## config.mk

```make
export PLATFORM = sky130hd
export DESIGN_NAME = eka_icache_v1
export DESIGN_NICKNAME = d
export VERILOG_FILES = /design/src/rtl/eka_icache_pkg.sv /design/src/rtl/eka_icache_data_ram.sv /design/src/rtl/eka_icache_v1.sv
export SDC_FILE = /design/constraint.sdc
export NUM_CORES = 2
export LEC_CHECK = 0
export ABC_AREA = 1
export CAP_MARGIN = 20
export CORE_UTILIZATION = 60
export DETAILED_ROUTE_END_ITERATION = 10
export PLACE_DENSITY = 0.77
export SYNTH_ARGS = -nofsm -noshare
export SYNTH_HDL_FRONTEND = slang
export SYNTH_HIERARCHICAL = 1
export SYNTH_SLANG_ARGS = --single-unit
```

## constraint.sdc

```tcl
create_clock -name clk -period 5.4 [get_ports clk]
set_clock_uncertainty 0.1 [all_clocks]
set_input_delay 0.54 -clock clk [delete_from_list [all_inputs] [get_ports clk]]
set_output_delay 0.54 -clock clk [all_outputs]
set_load 0.005 [all_outputs]
```

## src/rtl/eka_icache_pkg.sv

```systemverilog
// eka_icache_pkg: shared FSM type, NOP constant and address-geometry helpers
package eka_icache_pkg;
  typedef enum logic [1:0] {IDLE, REQ, FILL} state_t;
  localparam logic [31:0] NOP = 32'h0000_0013;
  function automatic int offset_bits(input int line_words);
    return $clog2(line_words);
  endfunction
  function automatic int index_bits(input int num_lines);
    return $clog2(num_lines);
  endfunction
  function automatic int tag_bits(input int addr_width, input int line_words, input int num_lines);
    return addr_width - 2 - $clog2(line_words) - $clog2(num_lines);
  endfunction
endpackage

```

## src/rtl/eka_icache_data_ram.sv

```systemverilog
// eka_icache_data_ram: instruction word store, sync write from refill, async read for fetch
module eka_icache_data_ram #(
  parameter int DEPTH = 64,
  parameter int AW    = $clog2(DEPTH)
) (
  input  logic          clk,
  input  logic          i_we,
  input  logic [AW-1:0] i_waddr,
  input  logic [31:0]   i_wdata,
  input  logic [AW-1:0] i_raddr,
  output logic [31:0]   o_rdata
);
  logic [31:0] r_mem [DEPTH];
  // one refill beat per edge; contents are never reset
  always_ff @(posedge clk)
    if (i_we) r_mem[i_waddr] <= i_wdata;
  assign o_rdata = r_mem[i_raddr];
endmodule

```

## src/rtl/eka_icache_v1.sv

```systemverilog
// eka_icache_v1: direct-mapped read-only instruction cache with line refill over valid/ready
module eka_icache_v1
  import eka_icache_pkg::*;
#(
  parameter int ADDR_WIDTH = 32,
  parameter int LINE_WORDS = 4,
  parameter int NUM_LINES  = 16
) (
  input  logic                  clk,
  input  logic                  reset,
  input  logic [ADDR_WIDTH-1:0] inst_addr,
  output logic [31:0]           instruction,
  output logic                  stall,
  input  logic                  flush,
  output logic                  mem_req_valid,
  output logic [ADDR_WIDTH-1:0] mem_req_addr,
  input  logic                  mem_req_ready,
  input  logic                  mem_rsp_valid,
  input  logic [31:0]           mem_rsp_data
);
  localparam int OB = offset_bits(LINE_WORDS);
  localparam int IB = index_bits(NUM_LINES);
  localparam int TB = tag_bits(ADDR_WIDTH, LINE_WORDS, NUM_LINES);
  localparam int LB = IB + TB;
  localparam logic [OB-1:0] LAST = OB'(LINE_WORDS - 1);

  state_t               r_state, w_next;
  logic [NUM_LINES-1:0] r_valid;
  logic [TB-1:0]        r_tag [NUM_LINES];
  logic [LB-1:0]        r_line;
  logic [OB-1:0]        r_cnt;
  logic                 r_drop;
  logic [OB-1:0]        w_off;
  logic [IB-1:0]        w_idx;
  logic [TB-1:0]        w_tag;
  logic                 w_hit, w_beat, w_last, w_unused;
  logic [31:0]          w_rdata;

  assign w_off    = inst_addr[OB+1:2];
  assign w_idx    = inst_addr[OB+IB+1:OB+2];
  assign w_tag    = inst_addr[ADDR_WIDTH-1:OB+IB+2];
  assign w_unused = ^inst_addr[1:0];

  assign w_hit  = (r_state == IDLE) && r_valid[w_idx] && (r_tag[w_idx] == w_tag);
  assign w_beat = (r_state == FILL) && mem_rsp_valid;
  assign w_last = w_beat && (r_cnt == LAST);

  assign stall         = !w_hit;
  assign instruction   = w_hit ? w_rdata : NOP;
  assign mem_req_valid = (r_state == REQ);
  assign mem_req_addr  = {r_line, {(OB+2){1'b0}}};

  // state register; reset abandons any refill in flight
  always_ff @(posedge clk or negedge reset)
    if (!reset) r_state <= IDLE;
    else r_state <= w_next;

  // miss starts a request, handshake starts the fill, last beat returns to idle
  always_comb begin
    w_next = r_state;
    if (r_state == IDLE && !w_hit) w_next = REQ;
    else if (r_state == REQ && mem_req_ready) w_next = FILL;
    else if (w_last) w_next = IDLE;
  end

  // latched line, beat counter, drop flag and valid bits; flush always wins over a completing fill
  always_ff @(posedge clk or negedge reset)
    if (!reset) begin
      r_valid <= '0;
      r_line  <= '0;
      r_cnt   <= '0;
      r_drop  <= 1'b0;
    end else begin
      if (r_state == IDLE && !w_hit) r_line <= {w_tag, w_idx};
      if (r_state == REQ) r_cnt <= '0;
      else if (w_beat) r_cnt <= r_cnt + OB'(1);
      if (w_last) r_drop <= 1'b0;
      else if (flush && r_state != IDLE) r_drop <= 1'b1;
      if (flush) r_valid <= '0;
      else if (w_last && !r_drop) r_valid[r_line[IB-1:0]] <= 1'b1;
    end

  // tag captured on the final beat; meaningless until its valid bit is set, so unreset
  always_ff @(posedge clk)
    if (w_last) r_tag[r_line[IB-1:0]] <= r_line[LB-1:IB];

  eka_icache_data_ram #(.DEPTH(NUM_LINES * LINE_WORDS)) u_ram (
    .clk    (clk),
    .i_we   (w_beat),
    .i_waddr({r_line[IB-1:0], r_cnt}),
    .i_wdata(mem_rsp_data),
    .i_raddr({w_idx, w_off}),
    .o_rdata(w_rdata)
  );
endmodule

```

==> run metrics <==
crit end category=output port; Hold WC Path Type=in2reg; drt drc=0; R2R Setup Slk=1.74 ns; I/O pin count=135; maximum vdd ir drop=363 uV; crit-path max cell delay=0.58 ns; CTS tree=done; PortBufs=128; DP Wirelength=139000 um; hold depth=3; Synth Cell Area=101000 um2; RSZ-0062 raised after global routing=false; share of layout cells above drive strength 1=7.68%; clk buf depth=3; DR WL/cell=24.0 um; CTS Buf Count=234; GR peak layer=met2; Ys Warns=6; Crit path max-delay family=buffers and inverters; Post-synth top cells=nand2_1 (2694), edfxtp_1 (2432), nand3_1 (2137); setup bufs post-CTS=0; Nets=8650; Fin. Hold Viols=0; Pwr Density=372 nW/um2; R2R Path End=u_ram/r_mem[4][5]; Data required, critical path=4.76 ns; Seq cells post-synth=2481; Achievable Freq=0.213 GHz; Power, Total=41.9 mW; antenna violations before repair=17; Worst Path Class, Setup=in2out; most frequent cell after synthesis=nand2_1; status=finished clean; worst hold start=mem_req_ready; pin count of the biggest net entering global routing=156; Root Driver=clkbuf_16; Synth top area share=72.5%; GPL Wtd Cong=0.880; Slew @ Worst Pin=1.19 ns; Setup violations, final=0; met1 usage=42.6%; met2 Usage GRT=48.3%; Hold Path End=r_state[1]; EDFF count, synth=2432; Critical Path Source Type=input port; final global-route overflow total=0; total negative slack=0 ns; via count=68600; Antenna Nets Post-Route=0; crit-path cells=clkbuf_8, buf_4, o211ai_1, nand3_1, nand3_1, a21oi_1, nand4_1, nor2_1, nand3b_1, buf_4, nor2_2, nand2_1, clkdlybuf4s50_1; part of the cycle the worst path needs=87.0%; Starting Density=60.3%; fraction of registers with async set/reset=1.98%; Fin Hold WS=0.189 ns; Die Span Y=412 um; 1st-iter DRT viols=10400; met3 usage in global routing=5.32%; crit path max-delay cell type=buf_4; vias in the first global route=65100; H-Tree Level Count=4; ys flop type=edfxtp_1; sequential area share after synthesis=73.7%; drt pass-1 iters=8; FP Rows=150; die area=170000 um2; clk slew on worst S/H paths=0.06 ns; relative slew slack=20.4%; Sink Count=2481; total of max-cap violations=0; global-route wire length before repair=390000 um; final wirelength=263000 um; Die W=412 um; P_leak=40.3 nW; post-synthesis cell count=8538; cell count of the worst reg-to-reg path=4; Max Transition Viols Final=0; Mean Syn Cell Area=11.8 um2; Worst R2R Start=r_line[1]; Via density=6.25; fin crit period=4.70 ns; arrival time of the worst setup path=4.06 ns; worst skew pair latency=0.88 ns; CP bufs+invs=4; crit path max fanout=41; area leader, netlist=edfxtp_1; area grow syn2layout=11.8%; count of cell types in the netlist=28; gr usage total=30.7%; top post-synthesis cells by area=edfxtp_1 (72%), nand3_1 (11%), nand2_1 (10%), buf_2 (1.6%), dfrtp_1 (1.2%); core area=167000 um2
logic make-up after synthesis:
logic type	after synthesis	share of synthesized area, %
flip-flops	2481	73.7
adder cells (fa/ha/maj)	1	0.0124
AND/OR/NAND/NOR	5167	22.0
buffers and inverters	731	3.38
AO/OA/AOI/OAI	157	0.877
other	1	0.00372
area by class of cell:
type / instances / area (um2)
Timing Repair Buffer: 358 / 3720
Tap cell: 2204 / 2760
Sequential cell: 2481 / 74300
Clock inverter: 132 / 1280
Inverter: 176 / 702
Antenna cell: 3 / 7.51
Multi-Input combinational cell: 5329 / 23700
Fill cell: 11200 / 54400
Clock buffer: 299 / 6220
worst min-delay path: stages:
cell	delay, ns
clkdlybuf4s50_1	0.41
nand2_1	0.11
nand2_1	0.06
sequential cells by signal, indices dropped and copies added, names as in the netlist:
name         count
r_line          28
r_drop           1
r_valid         16
r_cnt            2
u_ram/r_mem   2048
r_tag          384
r_state          2
worst max-delay path by stage:
stage	from	to	slack, ns	cells past startpoint
2_1_floorplan	mem_rsp_valid	u_ram/r_mem[48][0]	0.39	5
3_3_place_gp	inst_addr[4]	instruction[0]	0.84	18
3_5_place_dp	inst_addr[4]	instruction[0]	0.84	18
4_1_cts	r_state[0]	instruction[0]	0.80	11
5_1_grt	inst_addr[4]	instruction[1]	0.60	17
6_report	inst_addr[5]	instruction[0]	0.70	13
metrics by stage:
step           setup WS (ns)  util [%]  std cells  area [um2]
2_1_floorplan          0.388         -       8541      101000
3_3_place_gp           0.841      62.5      10500      104000
3_5_place_dp           0.839      62.6      10500      105000
4_1_cts                0.797      67.1      10900      112000
5_1_grt                0.603      67.4      11000      113000
6_report               0.705      67.4      11000      113000
placed cells by master (no fill, tap or decap), types with 56 or more instances in the layout:
master,count
buf_12,65
buf_4,149
nor2_4,56
nand2_1,2693
clkdlybuf4s50_1,89
clkbuf_16,236
inv_1,167
edfxtp_1,2432
o21ai_0,76
nand3_1,2137
nor2_1,199
power breakdown:
part | internal [mW] | switching, mW | total, mW
combinational | 0.895 | 2.37 | 3.27
sequential | 21.9 | 0.596 | 22.5
clock | 9.11 | 7.00 | 16.1
total | 31.9 | 9.97 | 41.9
repair_timing:
action                    4_1_cts  5_1_grt
hold buffers                    1       15
hold endpoints to repair       49      151
gates resized for setup         0        0
layer usage:
metal / vias to the layer above / wire, um
li1: 30200 / -
met1: 33000 / 97700
met2: 4619 / 124000
met3: 705 / 30800
met4: 16 / 10700
met5: - / 118
(Power assumes the default switching activity.)
